--- config.mk ---
export PLATFORM = sky130hd
export DESIGN_NAME = gpu_wb_slave_bridge_flat
export DESIGN_NICKNAME = d
export VERILOG_FILES = /design/src/rtl/gpu_wb_slave_bridge_if.sv /design/src/rtl/gpu_wb_slave_bridge.sv /design/src/flat_wrapper.sv
export SDC_FILE = /design/constraint.sdc
export NUM_CORES = 1
export LEC_CHECK = 0
export ABC_AREA = 0
export CAP_MARGIN = 10
export CELL_PAD_IN_SITES_DETAIL_PLACEMENT = 0
export CELL_PAD_IN_SITES_GLOBAL_PLACEMENT = 1
export CORE_UTILIZATION = 30
export DETAILED_ROUTE_END_ITERATION = 10
export GPL_TIMING_DRIVEN = 0
export PLACE_DENSITY_LB_ADDON = 0.3
export SETUP_SLACK_MARGIN = 0.15
export SLEW_MARGIN = 20
export SYNTH_ARGS = -nofsm -noshare
export SYNTH_HDL_FRONTEND = slang
export SYNTH_SLANG_ARGS = --single-unit
--- constraint.sdc ---
create_clock -name clk -period 4.81 [get_ports clk]
set_input_delay 0.7215 -clock clk [delete_from_list [all_inputs] [get_ports clk]]
set_output_delay 0.7215 -clock clk [all_outputs]
set_load 0.005 [all_outputs]
--- src/rtl/gpu_wb_slave_bridge_if.sv ---
// Wishbone slave-side bus bundle for the GPU register bridge.
// Signal names follow the bridge port naming (inputs _i, outputs _o as seen by the slave).
interface gpu_wb_slave_bridge_if #(
    parameter int unsigned ADDR_W = 27,
    parameter int unsigned DATA_W = 32
);
    localparam int unsigned SEL_W = DATA_W / 8;

    logic              wb_cyc_i;
    logic              wb_stb_i;
    logic              wb_we_i;
    logic [SEL_W-1:0]  wb_sel_i;
    logic [ADDR_W-1:0] wb_adr_i;
    logic [DATA_W-1:0] wb_dat_i;
    logic [DATA_W-1:0] wb_dat_o;
    logic              wb_ack_o;
    logic              wb_err_o;

    modport slave (
        input  wb_cyc_i, wb_stb_i, wb_we_i, wb_sel_i, wb_adr_i, wb_dat_i,
        output wb_dat_o, wb_ack_o, wb_err_o
    );

    modport master (
        output wb_cyc_i, wb_stb_i, wb_we_i, wb_sel_i, wb_adr_i, wb_dat_i,
        input  wb_dat_o, wb_ack_o, wb_err_o
    );
endinterface

--- src/rtl/gpu_wb_slave_bridge.sv ---
// Wishbone slave front-end for the GPU: region decode, wait states, busy stall with
// timeout, read-back with fixed latency and error termination for unmapped addresses.
module gpu_wb_slave_bridge #(
    parameter int unsigned ADDR_W       = 27,
    parameter int unsigned DATA_W       = 32,
    parameter int unsigned NUM_REGIONS  = 4,
    parameter int unsigned REGION_LSB   = 12,
    parameter int unsigned REGION_BITS  = 4,
    parameter int unsigned CATCH_ALL    = 1,
    parameter int unsigned WAIT_CYCLES  = 1,
    parameter int unsigned READ_LATENCY = 1,
    parameter int unsigned TIMEOUT      = 15,
    localparam int unsigned SEL_W       = DATA_W / 8
) (
    input  logic                          clk,
    input  logic                          reset,
    gpu_wb_slave_bridge_if.slave          wb,
    output logic [NUM_REGIONS-1:0]        o_reg_we,
    output logic [NUM_REGIONS-1:0]        o_reg_re,
    output logic [ADDR_W-1:0]             o_reg_addr,
    output logic [DATA_W-1:0]             o_reg_wdata,
    output logic [SEL_W-1:0]              o_reg_sel,
    input  logic [NUM_REGIONS*DATA_W-1:0] i_reg_rdata,
    input  logic [NUM_REGIONS-1:0]        i_region_busy
);
    localparam int unsigned RIDX_W  = $clog2(NUM_REGIONS);
    localparam int unsigned WCNT_W  = 4;
    localparam int unsigned RCNT_W  = 4;
    localparam int unsigned STALL_W = 8;

    // STROBE is the cycle the one-hot strobe is visible; ACK/ERR coincide with wb_ack_o/wb_err_o.
    typedef enum logic [2:0] {
        S_IDLE, S_WAIT, S_ISSUE, S_STROBE, S_RDWAIT, S_ACK, S_ERR
    } state_e;

    state_e                 state_q, state_d;
    logic [ADDR_W-1:0]      adr_q, adr_d;
    logic [DATA_W-1:0]      wdat_q, wdat_d;
    logic [SEL_W-1:0]       sel_q, sel_d;
    logic                   wr_q, wr_d;
    logic [RIDX_W-1:0]      ridx_q, ridx_d;
    logic [WCNT_W-1:0]      wcnt_q, wcnt_d;
    logic [RCNT_W-1:0]      rcnt_q, rcnt_d;
    logic [STALL_W-1:0]     stall_q, stall_d;
    logic                   silent_q, silent_d;
    logic [DATA_W-1:0]      dat_q, dat_d;
    logic                   ack_q, ack_d;
    logic                   err_q, err_d;
    logic [NUM_REGIONS-1:0] we_q, we_d;
    logic [NUM_REGIONS-1:0] re_q, re_d;

    logic [REGION_BITS-1:0] dec_field;
    logic [RIDX_W-1:0]      dec_ridx;
    logic                   dec_mapped;
    logic                   busy_sel;
    logic [DATA_W-1:0]      rdata_sel;
    logic [NUM_REGIONS-1:0] region_onehot;
    logic                   req;

    assign dec_field = wb.wb_adr_i[REGION_LSB +: REGION_BITS];
    assign req       = wb.wb_cyc_i & wb.wb_stb_i;

    // Region decode of the live bus address, clamped or flagged per CATCH_ALL.
    always_comb begin
        dec_ridx   = '0;
        dec_mapped = 1'b1;
        if (CATCH_ALL != 0) begin
            if (32'(dec_field) >= NUM_REGIONS - 1) dec_ridx = RIDX_W'(NUM_REGIONS - 1);
            else                                   dec_ridx = RIDX_W'(dec_field);
        end else begin
            if (32'(dec_field) >= NUM_REGIONS) dec_mapped = 1'b0;
            else                               dec_ridx   = RIDX_W'(dec_field);
        end
    end

    // Per-region selection using the latched region index.
    always_comb begin
        busy_sel      = 1'b0;
        rdata_sel     = '0;
        region_onehot = '0;
        for (int unsigned r = 0; r < NUM_REGIONS; r++) begin
            if (ridx_q == RIDX_W'(r)) begin
                busy_sel         = i_region_busy[r];
                rdata_sel        = i_reg_rdata[r*DATA_W +: DATA_W];
                region_onehot[r] = 1'b1;
            end
        end
    end

    always_comb begin
        state_d  = state_q;
        adr_d    = adr_q;
        wdat_d   = wdat_q;
        sel_d    = sel_q;
        wr_d     = wr_q;
        ridx_d   = ridx_q;
        wcnt_d   = wcnt_q;
        rcnt_d   = rcnt_q;
        stall_d  = stall_q;
        silent_d = silent_q;
        dat_d    = dat_q;

        unique case (state_q)
            S_IDLE: begin
                if (req) begin
                    adr_d    = wb.wb_adr_i;
                    wdat_d   = wb.wb_dat_i;
                    sel_d    = wb.wb_sel_i;
                    wr_d     = wb.wb_we_i;
                    ridx_d   = dec_ridx;
                    wcnt_d   = '0;
                    rcnt_d   = '0;
                    stall_d  = '0;
                    silent_d = 1'b0;
                    if (!dec_mapped)           state_d = S_ERR;
                    else if (WAIT_CYCLES != 0) state_d = S_WAIT;
                    else                       state_d = S_ISSUE;
                end
            end
            S_WAIT: begin
                if (!wb.wb_cyc_i)                               state_d = S_IDLE;
                else if (wcnt_q == WCNT_W'(WAIT_CYCLES - 1))    state_d = S_ISSUE;
                else                                            wcnt_d  = wcnt_q + WCNT_W'(1);
            end
            S_ISSUE: begin
                if (!wb.wb_cyc_i) begin
                    state_d = S_IDLE;
                end else if (busy_sel) begin
                    if (stall_q == STALL_W'(TIMEOUT - 1)) state_d = S_ERR;
                    else                                  stall_d = stall_q + STALL_W'(1);
                end else begin
                    state_d = S_STROBE;
                end
            end
            S_STROBE: begin
                // A read already strobed must run its latency out even if the master leaves.
                if (wr_q) begin
                    state_d = wb.wb_cyc_i ? S_ACK : S_IDLE;
                end else begin
                    silent_d = silent_q | ~wb.wb_cyc_i;
                    rcnt_d   = '0;
                    state_d  = S_RDWAIT;
                end
            end
            S_RDWAIT: begin
                silent_d = silent_q | ~wb.wb_cyc_i;
                if (rcnt_q == RCNT_W'(READ_LATENCY - 1)) begin
                    if (silent_q || !wb.wb_cyc_i) begin
                        state_d = S_IDLE;
                    end else begin
                        dat_d   = rdata_sel;
                        state_d = S_ACK;
                    end
                end else begin
                    rcnt_d = rcnt_q + RCNT_W'(1);
                end
            end
            S_ACK:   state_d = S_IDLE;
            S_ERR:   state_d = S_IDLE;
            default: state_d = S_IDLE;
        endcase

        // Bus outputs are registered versions of the state being entered.
        ack_d = (state_d == S_ACK);
        err_d = (state_d == S_ERR);
        we_d  = ((state_d == S_STROBE) &&  wr_q) ? region_onehot : '0;
        re_d  = ((state_d == S_STROBE) && !wr_q) ? region_onehot : '0;
    end

    always_ff @(posedge clk or posedge reset) begin
        if (reset) begin
            state_q  <= S_IDLE;
            adr_q    <= '0;
            wdat_q   <= '0;
            sel_q    <= '0;
            wr_q     <= 1'b0;
            ridx_q   <= '0;
            wcnt_q   <= '0;
            rcnt_q   <= '0;
            stall_q  <= '0;
            silent_q <= 1'b0;
            dat_q    <= '0;
            ack_q    <= 1'b0;
            err_q    <= 1'b0;
            we_q     <= '0;
            re_q     <= '0;
        end else begin
            state_q  <= state_d;
            adr_q    <= adr_d;
            wdat_q   <= wdat_d;
            sel_q    <= sel_d;
            wr_q     <= wr_d;
            ridx_q   <= ridx_d;
            wcnt_q   <= wcnt_d;
            rcnt_q   <= rcnt_d;
            stall_q  <= stall_d;
            silent_q <= silent_d;
            dat_q    <= dat_d;
            ack_q    <= ack_d;
            err_q    <= err_d;
            we_q     <= we_d;
            re_q     <= re_d;
        end
    end

    assign wb.wb_dat_o = dat_q;
    assign wb.wb_ack_o = ack_q;
    assign wb.wb_err_o = err_q;
    assign o_reg_we    = we_q;
    assign o_reg_re    = re_q;
    assign o_reg_addr  = adr_q;
    assign o_reg_wdata = wdat_q;
    assign o_reg_sel   = sel_q;
endmodule

--- src/flat_wrapper.sv ---
// flat-port wrapper written by rule: the top's interface ports become plain ports
module gpu_wb_slave_bridge_flat 
#(
    parameter int unsigned ADDR_W       = 27,
    parameter int unsigned DATA_W       = 32,
    parameter int unsigned NUM_REGIONS  = 4,
    parameter int unsigned REGION_LSB   = 12,
    parameter int unsigned REGION_BITS  = 4,
    parameter int unsigned CATCH_ALL    = 1,
    parameter int unsigned WAIT_CYCLES  = 1,
    parameter int unsigned READ_LATENCY = 1,
    parameter int unsigned TIMEOUT      = 15,
    localparam int unsigned SEL_W       = DATA_W / 8
)
  (clk, reset, o_reg_we, o_reg_re, o_reg_addr, o_reg_wdata, o_reg_sel, i_reg_rdata, i_region_busy, wb_wb_cyc_i, wb_wb_stb_i, wb_wb_we_i, wb_wb_sel_i, wb_wb_adr_i, wb_wb_dat_i, wb_wb_dat_o, wb_wb_ack_o, wb_wb_err_o);
  gpu_wb_slave_bridge_if #(.ADDR_W(ADDR_W), .DATA_W(DATA_W)) wb_i ();
  input  logic clk;
  input  logic reset;
  output logic [NUM_REGIONS-1:0] o_reg_we;
  output logic [NUM_REGIONS-1:0] o_reg_re;
  output logic [ADDR_W-1:0] o_reg_addr;
  output logic [DATA_W-1:0] o_reg_wdata;
  output logic [SEL_W-1:0] o_reg_sel;
  input  logic [NUM_REGIONS*DATA_W-1:0] i_reg_rdata;
  input  logic [NUM_REGIONS-1:0] i_region_busy;
  input wire logic [$bits(wb_i.wb_cyc_i)-1:0] wb_wb_cyc_i;
  input wire logic [$bits(wb_i.wb_stb_i)-1:0] wb_wb_stb_i;
  input wire logic [$bits(wb_i.wb_we_i)-1:0] wb_wb_we_i;
  input wire logic [$bits(wb_i.wb_sel_i)-1:0] wb_wb_sel_i;
  input wire logic [$bits(wb_i.wb_adr_i)-1:0] wb_wb_adr_i;
  input wire logic [$bits(wb_i.wb_dat_i)-1:0] wb_wb_dat_i;
  output wire logic [$bits(wb_i.wb_dat_o)-1:0] wb_wb_dat_o;
  output wire logic [$bits(wb_i.wb_ack_o)-1:0] wb_wb_ack_o;
  output wire logic [$bits(wb_i.wb_err_o)-1:0] wb_wb_err_o;
  assign wb_i.wb_cyc_i = wb_wb_cyc_i;
  assign wb_i.wb_stb_i = wb_wb_stb_i;
  assign wb_i.wb_we_i = wb_wb_we_i;
  assign wb_i.wb_sel_i = wb_wb_sel_i;
  assign wb_i.wb_adr_i = wb_wb_adr_i;
  assign wb_i.wb_dat_i = wb_wb_dat_i;
  assign wb_wb_dat_o = wb_i.wb_dat_o;
  assign wb_wb_ack_o = wb_i.wb_ack_o;
  assign wb_wb_err_o = wb_i.wb_err_o;
  gpu_wb_slave_bridge #(.ADDR_W(ADDR_W), .DATA_W(DATA_W), .NUM_REGIONS(NUM_REGIONS), .REGION_LSB(REGION_LSB), .REGION_BITS(REGION_BITS), .CATCH_ALL(CATCH_ALL), .WAIT_CYCLES(WAIT_CYCLES), .READ_LATENCY(READ_LATENCY), .TIMEOUT(TIMEOUT)) u_core (.clk(clk), .reset(reset), .wb(wb_i), .o_reg_we(o_reg_we), .o_reg_re(o_reg_re), .o_reg_addr(o_reg_addr), .o_reg_wdata(o_reg_wdata), .o_reg_sel(o_reg_sel), .i_reg_rdata(i_reg_rdata), .i_region_busy(i_region_busy));
endmodule
* Word-level counts from Yosys, hierarchy flattened
Cells that the tools add are included.
W data, S select, Z words.
** Storage, ports and cells
- Flip-flop bits (word level) :: 128
- Input port bits :: 200
- Output and inout port bits :: 105
** Cells by class
- Add/subtract/negate cells :: 3
- Magnitude comparators :: 1
- Eq/ne operators :: 19
- Muxes and demuxes :: 41
- Bitwise gates (word level) :: 4
- Reduce and logical (&&, ||, !) cells :: 18
** Operator list (count)
- $mux W32 :: 4
- $mux W8 :: 4
- $mux W3 :: 10
- $mux W4 :: 7
- $pmux W8 S2 :: 1
- $pmux W3 S5 :: 1
- $ne A2 B2 Y1 const B :: 6
- $pmux W4 S3 :: 1
- $mux W1 :: 10
- $eq A3 B2 Y1 const B :: 3
- $eq A3 B3 Y1 const B :: 3
- $add A4 B1 Y4 const B :: 2
- $add A8 B1 Y8 const B :: 1
- $eq A8 B4 Y1 const B :: 1
- $logic_not A4 Y1 :: 2
- $pmux W4 S2 :: 1
- $reduce_and A4 Y1 :: 2
- $reduce_and A3 Y1 :: 2
- $reduce_and A5 Y1 :: 1
- $eq A2 B2 Y1 const B :: 2
- $ge A4 B2 Y1 const B :: 1
- $ne A2 B1 Y1 const B :: 2
- $reduce_bool A2 Y1 :: 2
- $eq A3 B1 Y1 const B :: 1
- other kinds (13) :: 16

* Longest topological paths before layout
- Word-level depth :: 11
- Gate-level depth with buffers :: 7
- Gate-level depth less buffers :: 6

* Least setup slack after synthesis
OpenSTA, ideal clock, no wires.
- Path type :: input -> register
- From :: in i_region_busy[3]
- To :: reg u_core.stall_q[3]
- Library setup time :: 0.127 ns
- Arrival time :: 1.806 ns
- Required time :: 4.683 ns
- Setup slack :: 2.877 ns
- Stages :: 5
- Buffers on the path :: 1
- Cells stage by stage :: mux4_2 > and2_1 > clkbuf_1 > a41oi_1 > a211oi_1
** On the way
- Cells in the longest elaborated chain, start to end :: 3
** RTL lines
- start: declaration :: line flat_wrapper.sv:25 : input logic [NUM_REGIONS-1:0] i_region_busy;
- $mux W1 :: line gpu_wb_slave_bridge.sv:82 : if (ridx_q == RIDX_W'(r)) begin
- $ne A2 B1 Y1 (no source line)
- $reduce_and A5 Y1 (no source line)
- end signal: assignment :: line gpu_wb_slave_bridge.sv:196 : stall_q <= stall_d;
- end: declaration :: line gpu_wb_slave_bridge.sv:44 : logic [STALL_W-1:0] stall_q, stall_d;
Every way passes these cells.
A chain may end at the register's enable or synchronous reset.

* Worst setup path in the final report
- From :: in wb_wb_cyc_i
- To :: reg u_core.state_q[0]
** On the way
- Cells in the longest elaborated chain, start to end :: 5
- Elaborated cells between the ends (all ways) :: 11
- Classes of those cells :: mux (8); bitwise (1); reduce/logical (2)
** RTL lines
- start: declaration :: line flat_wrapper.sv:26 : input wire logic [$bits(wb_i.wb_cyc_i)-1:0] wb_wb_cyc_i;
- $logic_not A1 Y1
- $logic_or A1 B1 Y1 :: line gpu_wb_slave_bridge.sv:148 : if (silent_q || !wb.wb_cyc_i) begin
- $mux W3 :: line gpu_wb_slave_bridge.sv:148
- $mux W3 :: line gpu_wb_slave_bridge.sv:147 : if (rcnt_q == RCNT_W'(READ_LATENCY - 1)) begin
- $pmux W3 S5 (*) :: line gpu_wb_slave_bridge.sv:103 : unique case (state_q)
- net u_core.state_d[0] :: line gpu_wb_slave_bridge.sv:36 : state_e state_q, state_d;
- end signal: assignment :: line gpu_wb_slave_bridge.sv:188 : state_q <= state_d;
- end: declaration :: line gpu_wb_slave_bridge.sv:36
The timed path passes the listed nets; every way through them passes the cells marked *.

==> impl_metrics.toml <==
[drt]
vias = 5146
top_layer = "met4"
wl_per_cell_um = 16.45
dr_wl_met3_um = 1949
wl_met1_um = 7388
ant_nets = 0
first_pass_iters = 5
drc = 0
drt_iter0_drc = 104
wl_met2_um = 9283
via_per_inst = 4.494
finalWirelength_um = 18840

[clocking]
clk_latency_ps = 410
cts-buffers-inserted = 17
cts_sinks = 128
hold_buffers = 0
clockRootBuffer = "clkbuf_16"
htree_levels = 4
cts_max_path_buffers = 2
cts_tree = "built"
cts-resized-gates = 0
cts_setup_buffers = 0
clk_pin_slew_worst_paths_ps = 50

[timing]
setup_viol = 0
rsz0062_at_grt = "false"
fin_skew_ps = 8.467
final_max_slew_viol_count = 0
maxSlewHeadroom_pct = 53.92
postLayoutSetupSlackWorst_ps = 2303
finalHoldViolCount = 0
fmax_ghz = 0.3988
timing.setup.tns_ps = 0
tightestPinTransition_ps = 691.2
period_minus_slack_ps = 2507
fin_crit_sh_pct = 52.13

[pwr]
power_frac_seq_pct = 33.1
intPower_w = 0.003464
p_per_area_mw_per_mm2 = 505.9
p_leak_nw = 4.451
sw_frac_of_total_pct = 31.24
vdd_drop_max_uv = 232.8
p_comb_share_pct = 42.0
netSwitchingPower_w = 0.001574
pwr-share-clk_pct = 24.9
p_total_w = 0.005038

[setup_path]
worstPathRequired_ps = 5080
path_max_fanout = 10
cp-end-kind = "register"
crit_type = "input pin to register"
critPathArrivalTime_ps = 2770
start_kind = "input pin"

[layout]
diodes = 0
register_area_mm2 = 0.003203
area_delta_synth_final_pct = 66.79
nets = 1074
num-fill-cells = 1773
post-route-cell-area_mm2 = 0.009958
utilization_pct = 51.17
final_layout_size_suffix_gt1_share_pct = 13.52
multi_input_area_mm2 = 0.002590

[yosys]
yosys_warnings = 0
synth_edf_count = 0
syn_inst = 544
yosysTopAreaCellShare_pct = 53.65
syn_area_mm2 = 0.005971
synth_cell_types = 48
syn_nets = 750
ys_seq_area_share_pct = 53.65
synthTopCellsByCount = "nand2_1 (211), dfrtp_1 (128), mux4_2 (33), mux2_2 (31), nor2_1 (15)"
yosysTopAreaCell = "dfrtp_1"
synth_area_per_cell_um2 = 10.98
ys_ff_latch = 128
synth_flop_cell = "dfrtp_1"
ys_async_sr_fraction_pct = 100.0
synth_area_leaders = "dfrtp_1 (54%), nand2_1 (13%), mux4_2 (12%), mux2_2 (5.8%), ha_1 (1.3%)"
yosysMostFrequentCell = "nand2_1"

[global_routing]
grt_pass1_wl_um = 27960
antenna_found_initial = 0
grt-ovfl-total = 0
grt_pass1_vias = 5137
grt_use_total_pct = 18.30
grt_max_degree = 66

[placed_design]
gp_congestion = 0.7248
io_buffers = 304
pre_cts_slack_ps = 1805
place_area_mm2 = 0.009380
dp_hpwl_um = 14420

[die]
core-area_mm2 = 0.01946
die_area_mm2 = 0.02047
die_h_um = 143.1
num_rows = 51
ioPinCount = 305
die-width_um = 143.1
start_util_pct = 30.68

[flow_run]
maxCapViolations = 0

[min_path]
hp-class = "register to register"

[status]
status = "complete, no violations"
sequential cells by signal (all words and copies together) (netlist names), 4 cells and up:
register / flops
u_core.o_reg_addr: 27
u_core.o_reg_re: 4
u_core.o_reg_sel: 4
u_core.o_reg_wdata: 32
u_core.o_reg_we: 4
u_core.rcnt_q: 4
u_core.stall_q: 8
u_core.wb.wb_dat_o: 32
u_core.wcnt_q: 4
cell usage in the layout (no fill, tap or decap), drive strengths merged, types with 2 or more instances in the layout:
cell / n
clkdlybuf4s50: 304
nand2: 211
dfrtp: 128
mux4: 33
mux2: 32
clkbuf: 31
buf: 19
nor2: 16
o21ai: 11
inv: 11
nand3: 8
nor3: 7
ha: 6
xor2: 5
nand4: 5
clkinvlp: 5
nand2b: 4
clkinv: 4
or3b: 4
nor2b: 3
and3: 3
a21oi: 3
a211oi: 3
or2: 2
and2: 2
mux2i: 2
bufinv: 2
nand3b: 2
and4bb: 2
a31o: 2
power groups by stage:
stage	combinational, W	sequential [W]	clock, W
6_report	0.00212	0.00167	0.00126
5_1_grt	0.00231	0.00172	0.00134
4_1_cts	0.00216	0.00167	0.00129
3_5_place_dp	0.00215	0.00168	0
3_3_place_gp	0.00214	0.00167	0
2_1_floorplan	0.000968	0.00168	0
metal layers:
layer  global-route usage (%)  up-vias
li1                         -     2491
met1                    21.15     2424
met2                    31.04      211
met3                    7.009       20
met4                    5.829        0
met5                        0        -
critical path: stages:
cell             delay (ps)
clkdlybuf4s50_1         550
nor2b_1                 270
nand3_1                 150
clkbuf_1                480
buf_1                   460
nand3_1                 130
logic make-up (layout without fill, tap and decap cells):
logic type	count (synthesis)	after routing	share of synthesized area [%]
AOI/OAI and AO/OA	26	26	2.871
and+or+nand+nor	272	272	19.70
buffers and inverters	40	376	2.976
xor gates and xnor gates	5	5	0.7334
DFF	128	128	53.65
muxes	67	67	18.82
adders and majority gates	6	6	1.257
layout make-up:
cell class	instances	share of cell area [%]
buffer	31	1.445
clock inverter	13	1.395
tap	265	3.330
inverter	9	0.4146
sequential	128	32.16
multi-input combinational	376	26.01
timing repair buffer	305	30.83
clock buffer	18	4.410
per-stage QoR:
| stage | hold WS (ps) | std cells |
|---|---|---|
| global placement | 457.0 | 1113 |
| detailed placement | 461.3 | 1114 |
| finish | 470.7 | 1145 |
| CTS | 475.5 | 1145 |
| floorplan | 465.1 | 544 |
| global route | 493.3 | 1145 |
worst paths after layout:
| path | startpoint | endpoint | slack (ps) | depth (start not counted) |
|---|---|---|---|---|
| min in group asynchronous | reset | u_core.wb.wb_dat_o[25] | 740 | 2 |
| worst max-delay path | wb_wb_cyc_i | u_core.state_q[0] | 2300 | 6 |
| max in group asynchronous | reset | u_core.stall_q[1] | 3370 | 3 |
| worst min register to register | u_core.o_reg_addr[0] | u_core.o_reg_addr[0] | 470 | 2 |
| worst min-delay path | u_core.o_reg_addr[0] | u_core.o_reg_addr[0] | 470 | 2 |
| worst max register to register | u_core.ridx_q[1] | u_core.wb.wb_dat_o[23] | 2490 | 4 |
(Power assumes the default switching activity.)
